<file path="src/rtl/dice_pkg.sv">
// Shared color codes, sequencer state type and color-to-steps mapping for the
// dice read sequencer.
package dice_pkg;

  typedef enum logic [1:0] {
    COLOR_NONE  = 2'b00,
    COLOR_RED   = 2'b01,
    COLOR_GREEN = 2'b10,
    COLOR_BLUE  = 2'b11
  } color_e;

  typedef enum logic [1:0] {
    ST_IDLE,
    ST_SETTLE,
    ST_CAPTURE,
    ST_DONE
  } state_e;

  localparam logic [7:0] FRAME_CNT_MAX = 8'hFF;
  localparam logic [2:0] MATCH_CNT_MAX = 3'h7;

  function automatic logic [1:0] color_to_steps(input color_e c);
    case (c)
      COLOR_RED:   return 2'd1;
      COLOR_GREEN: return 2'd2;
      COLOR_BLUE:  return 2'd3;
      default:     return 2'd0;
    endcase
  endfunction

endpackage

</file>
<file path="src/rtl/color_match_counter.sv">
// Tracks the last non-NONE color reported by the filter and how many qualified
// results in a row have repeated it; match_hit once the run reaches MATCH_COUNT.
module color_match_counter
  import dice_pkg::*;
#(
  parameter logic [2:0] MATCH_COUNT = 3'd3
) (
  input  logic       clk,
  input  logic       reset,
  input  logic       clear,
  input  logic       result_ready,
  input  logic [1:0] stable_color,
  output logic [1:0] last_color,
  output logic       match_hit
);

  color_e     last_q, last_d;
  logic [2:0] cnt_q, cnt_d;
  color_e     in_color;

  assign in_color = color_e'(stable_color);

  always_comb begin
    last_d = last_q;
    cnt_d  = cnt_q;
    if (clear) begin
      last_d = COLOR_NONE;
      cnt_d  = '0;
    end else if (result_ready) begin
      if (in_color == COLOR_NONE) begin
        cnt_d = '0;
      end else if (in_color == last_q) begin
        if (cnt_q != MATCH_CNT_MAX) cnt_d = cnt_q + 3'd1;
      end else begin
        last_d = in_color;
        cnt_d  = 3'd1;
      end
    end
  end

  always_ff @(posedge clk or posedge reset) begin
    if (reset) begin
      last_q <= COLOR_NONE;
      cnt_q  <= '0;
    end else begin
      last_q <= last_d;
      cnt_q  <= cnt_d;
    end
  end

  assign last_color = last_q;
  assign match_hit  = (cnt_q >= MATCH_COUNT);

endmodule

</file>
<file path="src/rtl/dice_read_sequencer.sv">
// Sequences one die read: settle for a few frames, capture until the filter
// agrees on a color, then hold the move until acknowledged. Define
// DICE_SEQ_TIMEOUT_EN to bound the capture phase by TIMEOUT_FRAMES frames.
module dice_read_sequencer
  import dice_pkg::*;
#(
  parameter logic [7:0] SETTLE_FRAMES  = 8'd4,
  parameter logic [2:0] MATCH_COUNT    = 3'd3,
  parameter logic [7:0] TIMEOUT_FRAMES = 8'd30
) (
  input  logic       clk,
  input  logic       reset,
  input  logic       roll_req,
  input  logic       abort,
  input  logic       frame_start,
  input  logic [1:0] stable_color,
  input  logic       result_ready,
  output logic       detect_enable,
  output logic       busy,
  output logic       move_valid,
  output logic [1:0] move_steps,
  output logic [1:0] move_color,
  output logic       timeout_err,
  input  logic       move_ack
);

  state_e     state_q, state_d;
  logic [7:0] frame_cnt_q, frame_cnt_d;
  logic       detect_en_q, detect_en_d;
  logic       busy_q, busy_d;
  logic       move_valid_q, move_valid_d;
  logic [1:0] move_steps_q, move_steps_d;
  color_e     move_color_q, move_color_d;
  logic       timeout_err_q, timeout_err_d;

  logic       mc_clear;
  logic [1:0] last_color;
  logic       match_hit;

  // Match history only lives while capturing; any other state wipes it.
  assign mc_clear = abort || (state_q != ST_CAPTURE);

  color_match_counter #(
    .MATCH_COUNT(MATCH_COUNT)
  ) u_match (
    .clk          (clk),
    .reset        (reset),
    .clear        (mc_clear),
    .result_ready (result_ready),
    .stable_color (stable_color),
    .last_color   (last_color),
    .match_hit    (match_hit)
  );

`ifndef DICE_SEQ_TIMEOUT_EN
  logic unused_timeout_cfg;
  assign unused_timeout_cfg = ^TIMEOUT_FRAMES;
`endif

  always_comb begin
    state_d       = state_q;
    frame_cnt_d   = frame_cnt_q;
    detect_en_d   = detect_en_q;
    move_valid_d  = move_valid_q;
    move_steps_d  = move_steps_q;
    move_color_d  = move_color_q;
    timeout_err_d = timeout_err_q;
    case (state_q)
      ST_IDLE: begin
        if (roll_req) begin
          state_d     = ST_SETTLE;
          frame_cnt_d = '0;
        end
      end
      ST_SETTLE: begin
        if (frame_cnt_q >= SETTLE_FRAMES) begin
          state_d     = ST_CAPTURE;
          frame_cnt_d = '0;
          detect_en_d = 1'b1;
        end else if (frame_start && frame_cnt_q != FRAME_CNT_MAX) begin
          frame_cnt_d = frame_cnt_q + 8'd1;
        end
      end
      ST_CAPTURE: begin
        // A completed match is checked first so it wins over a same-cycle timeout.
        if (match_hit) begin
          state_d       = ST_DONE;
          detect_en_d   = 1'b0;
          move_valid_d  = 1'b1;
          move_color_d  = color_e'(last_color);
          move_steps_d  = color_to_steps(color_e'(last_color));
          timeout_err_d = 1'b0;
        end
`ifdef DICE_SEQ_TIMEOUT_EN
        else if (frame_cnt_q >= TIMEOUT_FRAMES) begin
          state_d       = ST_DONE;
          detect_en_d   = 1'b0;
          move_valid_d  = 1'b1;
          move_color_d  = COLOR_NONE;
          move_steps_d  = 2'd0;
          timeout_err_d = 1'b1;
        end else if (frame_start && frame_cnt_q != FRAME_CNT_MAX) begin
          frame_cnt_d = frame_cnt_q + 8'd1;
        end
`endif
      end
      ST_DONE: begin
        if (move_ack) begin
          state_d       = ST_IDLE;
          move_valid_d  = 1'b0;
          move_steps_d  = 2'd0;
          move_color_d  = COLOR_NONE;
          timeout_err_d = 1'b0;
        end
      end
      default: state_d = ST_IDLE;
    endcase
    if (abort) begin
      state_d       = ST_IDLE;
      frame_cnt_d   = '0;
      detect_en_d   = 1'b0;
      move_valid_d  = 1'b0;
      move_steps_d  = 2'd0;
      move_color_d  = COLOR_NONE;
      timeout_err_d = 1'b0;
    end
    busy_d = (state_d != ST_IDLE);
  end

  always_ff @(posedge clk or posedge reset) begin
    if (reset) begin
      state_q       <= ST_IDLE;
      frame_cnt_q   <= '0;
      detect_en_q   <= 1'b0;
      busy_q        <= 1'b0;
      move_valid_q  <= 1'b0;
      move_steps_q  <= 2'd0;
      move_color_q  <= COLOR_NONE;
      timeout_err_q <= 1'b0;
    end else begin
      state_q       <= state_d;
      frame_cnt_q   <= frame_cnt_d;
      detect_en_q   <= detect_en_d;
      busy_q        <= busy_d;
      move_valid_q  <= move_valid_d;
      move_steps_q  <= move_steps_d;
      move_color_q  <= move_color_d;
      timeout_err_q <= timeout_err_d;
    end
  end

  assign detect_enable = detect_en_q;
  assign busy          = busy_q;
  assign move_valid    = move_valid_q;
  assign move_steps    = move_steps_q;
  assign move_color    = move_color_q;
  assign timeout_err   = timeout_err_q;

endmodule
</file>
<file path="config.mk">
export PLATFORM = sky130hd
export DESIGN_NAME = dice_read_sequencer
export DESIGN_NICKNAME = d
export VERILOG_FILES = /design/src/rtl/dice_pkg.sv /design/src/rtl/color_match_counter.sv /design/src/rtl/dice_read_sequencer.sv
export SDC_FILE = /design/constraint.sdc
export NUM_CORES = 1
export LEC_CHECK = 0
export ABC_AREA = 1
export CORE_ASPECT_RATIO = 1.25
export CORE_MARGIN = 1.5
export CORE_UTILIZATION = 42
export CTS_CLUSTER_DIAMETER = 50
export CTS_CLUSTER_SIZE = 40
export DETAILED_ROUTE_END_ITERATION = 10
export SLEW_MARGIN = 20
export SYNTH_ARGS = -nofsm -noshare
export SYNTH_HDL_FRONTEND = slang
export SYNTH_SLANG_ARGS = --single-unit
</file>
<file path="constraint.sdc">
create_clock -name clk -period 1.8 [get_ports clk]
set_input_delay 0.18 -clock clk [delete_from_list [all_inputs] [get_ports clk]]
set_output_delay 0.18 -clock clk [all_outputs]
set_load 0.005 [all_outputs]
</file>
## Word-level counts from Yosys, hierarchy flattened

Index checks and enable logic that the tools add are counted.

| storage, ports and cells | value |
|---|---|
| input port bits | 9 |
| logic and storage cells | 84 |
| register bits after elaboration | 23 |
| output and inout bits | 8 |

| operators by class | value |
|---|---|
| multiplexer cells | 38 |
| reduce and logical (&&, ||, !) cells | 14 |
| eq/ne operators | 18 |
| add/subtract/negate cells | 2 |
| order comparisons | 2 |

Operator list:

| cell | count |
|---|---|
| 2-to-1 mux 8 bit | 4 |
| 2-to-1 mux 2 bit | 14 |
| case mux 8 bit (2 select lines) | 1 |
| 2-to-1 mux 3 bit | 5 |
| != test 3 bit (second input constant) | 5 |
| AND reduction 3 bit | 4 |
| nonzero test 3 bit | 3 |
| adder 8 x 1 -> 8 bit (second input constant) | 1 |
| equality test 2 bit (second input constant) | 4 |
| greater-or-equal comparator 8 x 3 -> 1 bit (second input constant) | 1 |
| != test 8 bit (second input constant) | 1 |
| case mux 2 bit (2 select lines) | 2 |
| case mux 2 bit (4 select lines) | 1 |
| 2-to-1 mux 1 bit | 7 |
| != test 2 bit (second input constant) | 3 |
| case mux 1 bit (2 select lines) | 3 |
| case mux 2 bit (3 select lines) | 1 |
| equality test 2 x 1 -> 1 bit (second input constant) | 2 |
| zero test 2 bit | 2 |
| != test 4 x 3 -> 1 bit (second input constant) | 1 |
| != test 4 bit (second input constant) | 1 |
| nonzero test 2 bit | 2 |
| adder 3 x 1 -> 3 bit (second input constant) | 1 |
| greater-or-equal comparator 3 x 2 -> 1 bit (second input constant) | 1 |
| other kinds (4) | 4 |

## Longest topological paths before layout

Gate-level depths: netlist (run 1).

| depth | value |
|---|---|
| depth in word-level cells | 6 |
| mapped depth | 9 |
| gate-level depth less buffers | 9 |

## By module

Synthesis (run 1) repeated with hierarchy kept, for this count alone.

| unflattened totals | value |
|---|---|
| cell total of the unflattened synthesis | 144 |
| area total of the unflattened synthesis | 1201.2 sq um |

Modules (own cells, without submodules):

| module | times used | sequential area each (sq um) | cells an instance | area each (sq um) |
|---|---|---|---|---|
| dice_read_sequencer | 1 | 425.4 | 96 | 838.3 |
| color_match_counter | 1 | 125.1 | 48 | 362.8 |

## Least setup slack after synthesis (run 1)

Ideal clock, no wire load.

| timing path | value |
|---|---|
| kind | reg2reg |
| start | register u_match.cnt_q[0] |
| end | register move_valid_q (netlist: move_valid) |
| data required time | 1.705 ns |
| setup time | 0.095 ns |
| setup slack | 0.393 ns |
| data arrival time | 1.312 ns |
| stages on the path, launching flop included | 10 |
| cell sequence | dfrtp_1 -> ha_1 -> ha_1 -> nor2_1 -> nand2_1 -> nand2_1 -> nand3_1 -> inv_1 -> nand2_1 -> o31ai_1 |

| on the way | value |
|---|---|
| longest elaborated chain between the ends | 3 |

Ends and longest elaborated chain:

| item | line | RTL |
|---|---|---|
| start: declaration | color_match_counter.sv:18 | `logic [2:0] cnt_q, cnt_d;` |
| start signal: assignment | color_match_counter.sv:47 | `cnt_q <= cnt_d;` |
| greater-or-equal comparator 3 x 2 -> 1 bit | color_match_counter.sv:52 | `assign match_hit = (cnt_q >= MATCH_COUNT);` |
| != test 3 bit (no line) | - |  |
| AND reduction 3 bit (no line) | - |  |
| end signal: assignment | dice_read_sequencer.sv:145 | `move_valid_q <= move_valid_d;` |
| end: declaration | dice_read_sequencer.sv:31 | `logic move_valid_q, move_valid_d;` |

Every way passes these cells.
A chain may end at the register's enable or synchronous reset.

## Worst setup path in the final report (run 1)

Same ends and word-level chain as after synthesis.

==> summary.md, run 1 <==
| Metric | Value |
|---|---|
| Status | `finished clean` |
| Post-synthesis sequential area ratio | `between 40% and 50%` |
| Setup violations, final | `0` |
| Critical Path Sink Type | `flip-flop` |
| 1st-iter DRT viols | `11` |
| F_max | `0.638 GHz` |
| Final hold viol count | `0` |
| Total gr overflow | `0` |
| Clock Latency Late Sink | `approximately 0.3 ns` |
| Initial Util | `44.8%` |
| Layout Nets | `200` |
| Post-CTS setup buffer count | `0` |
| Final WL | `roughly 2.3 mm` |
| Design area | `roughly 0.0015 mm2` |
| Post-Syn Instances | `between 150 and 200` |
| Worst hold-check path type | `in2async` |
| Placed Area | `approximately 0.0014 mm2` |
| DR pass1 iterations | `4` |
| Die H | `63.4 um` |
| DRC viols | `0` |
| PwrDens | `588 mW/mm2` |
| Routed vias/inst | `4.73` |
| Reg2reg end | `move_valid` |
| Crit path required time | `2.02 ns` |
| Site Rows | `21` |
| Min Tclk post-route | `1.57 ns` |
| Period utilization | `a little under 90%` |
| Total GRT Usage | `17.1%` |
| Crit path max fanout | `5` |
| Routed WL per cell | `~11 um` |
| Synth-to-layout area growth | `18.4%` |
| First-pass GRT wire length | `around 4.3 mm` |
| CTS buffer count | `3` |
| Post-CTS sizing | `0` |
| Gp weighted congestion | `0.788` |
| Final worst setup slack | `approximately 0.23 ns` |
| Top Ports | `17` |
| FF-to-FF setup slack | `0.23 ns` |
| Setup Crit Path Kind | `reg2reg` |
| Synthesis warning total | `0` |
| Synth cell types | `21` |
| Final setup skew | `~0.0059 ns` |
| Mean cell area of the mapped netlist | `approximately 7.4 um2` |
| RSZ-0062 raised after global routing | `false` |
| Htree depth | `1` |
| Slew Viols, Final | `0` |
| CTS tree | `done` |
| Core ar. | `between 0.002 and 0.003 mm2` |
| Clock root buffer | `clkbuf_4` |
| Initial antenna violation count | `0` |
| # fillers | `266` |
| Cts hold-fix bufs | `0` |
| Via count | `between 1,000 and 1,500` |
| Peak VDD IR | `0.301 mV` |
| Synth Register Bits | `22` |
| Clk sinks | `22` |
| Detail Route Antenna Nets | `0` |
| Termination of the worst setup path | `move_valid` |
| HPWL after DPL | `between 1.5 and 2 mm` |
| Leak Pwr | `0.778 nW` |
| Setup slack at placement | `0.177 ns` |
| Die width | `51.3 um` |
| Reg2Reg Launch Point | `u_match.cnt_q[0]` |
| Largest net degree at the start of global routing | `23` |
| Ant. Diodes | `0` |
| Hold WS | `between 0.15 and 0.2 ns` |
| Max-cap viol count | `0` |
| Vias in the first global route | `between 1,000 and 1,500` |
| Setup TNS | `0 ns` |
| Reg2Reg Depth | `9` |
| Clock slew at reported path FFs | `between 0.1 and 0.15 ns` |
| Fraction of layout instances using a drive strength above 1 | `under 10%` |
| Crit path DAT | `1.78 ns` |
| Startpoint types | `flip-flop` |
| Setup crit start | `u_match.cnt_q[0]` |
| Max clock buf depth | `2` |
| Mapped Area | `between 0.001 and 0.0015 mm2` |
| Total Power | `around 0.85 mW` |
| Syn_nets | `180` |
| IO buf count | `15` |
| Die ar. | `0.00325 mm2` |
-- cells in the mapped netlist --
| cell | n | area, um2 |
|---|---|---|
| nand2_1 | 60 | 225 |
| inv_1 | 25 | 93.8 |
| dfrtp_1 | 22 | 551 |
| nor2_1 | 22 | 82.6 |
| nand4_1 | 10 | 62.6 |
| ha_1 | 5 | 62.6 |
| nand3_1 | 4 | 20.0 |
| a21oi_1 | 2 | 10.0 |
| inv_2 | 2 | 7.51 |
| nand3_2 | 2 | 20.0 |
| o21ai_0 | 2 | 10.0 |
| buf_4 | 1 | 7.51 |
| buf_6 | 1 | 11.3 |
| conb_1 | 1 | 3.75 |
| nand2_2 | 1 | 6.26 |
| nand2_4 | 1 | 11.3 |
| nor2_2 | 1 | 6.26 |
| nor2_4 | 1 | 11.3 |
| o31ai_1 | 1 | 7.51 |
| or2_1 | 1 | 6.26 |
| xnor2_1 | 1 | 8.76 |
-- how the worst min path moves through the flow --
stage,slack (ns),from,cells past startpoint,endpoint
2_1_floorplan,0.17,reset,1,busy
3_3_place_gp,0.48,move_steps[0],2,move_steps[0]
3_5_place_dp,0.47,move_steps[1],2,move_steps[1]
4_1_cts,0.19,reset,3,frame_cnt_q[0]
5_1_grt,0.21,reset,3,frame_cnt_q[0]
6_report,0.19,reset,3,frame_cnt_q[2]
-- worst max-delay path: stages, from the launching register on --
cell and delay, ns:
dfrtp_1 0.43, ha_1 0.23, ha_1 0.18, nor2_1 0.08, nand2_1 0.07, nand2_1 0.10, nand3_1 0.12, inv_1 0.14
nand2_1 0.06, o31ai_1 0.06
-- cell usage in the layout, fill, tap and decap left out, types with 2 or more instances in the layout --
master            n
a21oi_1           2
buf_4             2
clkbuf_4          3
clkdlybuf4s50_1  15
dfrtp_1          22
ha_1              5
inv_1            25
inv_2             2
nand2_1          60
nand3_1           4
nand3_2           2
nand4_1          10
nor2_1           22
o21ai_0           2
-- power by group --
part	switching (mW)	internal, mW	total [mW]
clock	0.148	0.123	0.272
sequential	0.00313	0.499	0.502
combinational	0.0460	0.0333	0.0793
-- flip-flops by register name, summed over array words and instances, names as in the netlist --
register / flops
u_match.cnt_q: 3
state_q: 2
move_color: 2
frame_cnt_q: 8
move_steps: 2
detect_enable: 1
u_match.last_color: 2
busy: 1
move_valid: 1
-- cell type report --
type	count	area (um2)	area share, %
clock buffer	4	36.3	2.50
inverter	27	101	6.99
multi-input combinational	115	554	38.2
sequential	22	551	38.0
tap	34	42.5	2.93
timing repair buffer	17	165	11.4
-- layer usage --
metal  routed length [um]  vias up  track usage, %
met5                    0        -               0
met4                   30        0            7.89
met3                   39        2            2.61
met2                 1250        8            30.4
met1                 1020      481            19.6
li1                     -      545               -
-- per-stage QoR --
step	utilization (%)	instances
after detailed placement	51.7	215
after CTS	53.1	219
after global routing	53.1	219
final	53.1	219
after floorplan	-	166
after global placement	51.7	215
-- cell families (layout without fill, tap and decap cells) --
group | Yosys count | after routing | synth area share, %
AND/OR/NAND/NOR | 103 | 103 | 36.9
buffers and inverters | 29 | 48 | 9.81
flip-flops | 22 | 22 | 44.9
adder cells (fa/ha/maj) | 5 | 5 | 5.11
AO/OA/AOI/OAI | 5 | 5 | 2.25
other | 1 | 1 | 0.306
XOR/XNOR | 1 | 1 | 0.715
Note: power is estimated with default switching activity, not from simulation.
==> run 2: changes to the inputs <==
- clock period: 1.8 -> 1.5 ns (I/O delays scaled with it)
==> summary.md, run 2 (same netlist as run 1, synthesis figures left out) <==
| Metric | Value |
|---|---|
| WL met1 | `1.07 mm` |
| Period utilization | `93.3%` |
| Crit path max fanout | `3` |
| Delay-heaviest family, CP | `simple AND/OR/NAND/NOR gates` |
| Ant. Diodes | `0` |
| Via count | `roughly 1,100` |
| Htree depth | `1` |
| HPWL after DPL | `2.00 mm` |
| CTS buffer count | `3` |
| Setup violations, final | `0` |
| Worst-path cell chain | `ha_4 -> ha_4 -> nor2_2 -> nand2_2 -> nand2_2 -> nand3_4 -> nand4_1 -> nand2_1` |
| Clock root buffer | `clkbuf_4` |
| Clock slew at reported path FFs | `about 0.12 ns` |
| First-pass GRT wire length | `4.37 mm` |
| Commonest non-fill, non-tap cells in the layout | `nand2_1, inv_1, dfrtp_1, nor2_1, clkdlybuf4s50_1` |
| Site Rows | `21` |
| Largest register FFs | `8` |
| Routed vias/inst | `between 4 and 5` |
| Total gr overflow | `0` |
| DRC viols | `0` |
| Crit path required time | `1.71 ns` |
| Die width | `about 50 um` |
| PwrDens | `around 660 mW/mm2` |
| Gp weighted congestion | `a little over 0.8` |
| WL met3 | `approximately 29 um` |
| Die H | `~63 um` |
| Vias in the first global route | `about 1,100` |
| Final Util | `a little under three fifths` |
| Most common cell after layout, fill and taps aside | `nand2_1` |
| Detail Route Antenna Nets | `0` |
| DR pass1 iterations | `4` |
| CP bufs+invs | `0` |
| Clk sinks | `22` |
| Startpoint types | `flip-flop` |
| Initial Util | `approximately 45%` |
| Synth-to-layout area growth | `27.5%` |
| Final hold viol count | `0` |
| Setup crit start | `u_match.cnt_q[0]` |
| Final setup skew | `0.00237 ns` |
| Min Tclk post-route | `1.40 ns` |
| Max-cap viol count | `0` |
| Worst hold-check path type | `in2async` |
| Clock Latency Late Sink | `roughly 0.31 ns` |
| F_max | `slightly above 0.7 GHz` |
| # fillers | `269` |
| Top Ports | `17` |
| Slowest-stage cell, CP | `dfrtp_1` |
| Peak VDD IR | `0.388 mV` |
| Top Registers | `frame_cnt_q: 8 flops, u_match.cnt_q: 3 flops` |
| Layout Nets | `~210` |
| Biggest register | `frame_cnt_q` |
| Core ar. | `between 0.002 and 0.003 mm2` |
| Setup TNS | `0 ns` |
| Max clock buf depth | `2` |
| Slew Viols, Final | `0` |
| Critical Path Sink Type | `flip-flop` |
| Total GRT Usage | `about 17%` |
| IO buf count | `15` |
| Die ar. | `0.00325 mm2` |
| Crit path DAT | `roughly 1.6 ns` |
| Status | `finished clean` |
| Met2 routed WL | `approximately 1.4 mm` |
| Largest net degree at the start of global routing | `23` |
| Crit path largest cell delay | `roughly 0.43 ns` |
| Reg2Reg Launch Point | `u_match.cnt_q[0]` |
| Top routing layer used | `met4` |
| Fraction of layout instances using a drive strength above 1 | `15.5%` |
| Setup Crit Path Kind | `reg2reg` |
| Leak Pwr | `approximately 0.82 nW` |
| Final WL | `approximately 2.6 mm` |
| 1st-iter DRT viols | `24` |
| Routed WL per cell | `between 10 and 15 um` |
| Initial antenna violation count | `0` |
| CTS tree | `done` |
## run 2: changes by cell type in the layout (fill, tap and decap cells not counted), sizes merged
| cell | delta |
|---|---|
| buf | +8 |
## run 2: cell type report
type                       count  area, um2  area share [%]
clock buffer                   4       36.3            2.32
timing repair buffer          25        225            14.4
sequential                    22        551            35.3
tap                           34       42.5            2.72
multi-input combinational    115        603            38.6
inverter                      27        104            6.65
## run 2: timing repair
item | in CTS | in global routing
gates cloned | 0 | 0
setup buffers | 0 | 1
resized for setup | 1 | 12
hold buffers | 0 | 0
endpoints found under the hold margin | 0 | 0
pin swaps | 0 | 5
setup endpoints to repair | 1 | 7
## run 2: worst paths after layout
path / cells past startpoint / to / slack (ns)
max in group asynchronous: 3 / frame_cnt_q[4] / 1.12
min: 3 / frame_cnt_q[1] / 0.16
max reg2reg: 8 / move_color[0] / 0.10
min reg2reg: 2 / move_steps[1] / 0.48
min in group clk: 2 / move_steps[1] / 0.48
max: 8 / move_color[0] / 0.10
## run 2: tightest hold or removal path: cells and delay by family
| kind | cells | cell delay (ns) |
|---|---|---|
| buf+inv | 3 | 0.72 |
## run 2: metal layers
layer  track usage [%]  vias up
met3              1.42        4
met2              33.4       10
met1              18.7      502
met5                 0        -
li1                  -      562
met4              7.89        0
## run 2: stage by stage
stage	worst slack [ns]	hold WS (ns)	instances	instance area [um2]	total power, mW
after global routing	-0.0107	0.172	227	1560	1.10
final	0.100	0.161	227	1560	1.04
after detailed placement	-0.0336	0.465	222	1470	0.717
after global placement	0.00980	0.477	222	1470	0.716
after CTS	0.0164	0.158	226	1500	1.05
after floorplan	0.0927	0.139	166	1220	0.666
## run 2: power by group
part / internal, mW / switching, mW
clock network: 0.148 / 0.180
logic: 0.0462 / 0.0597
registers: 0.598 / 0.00379
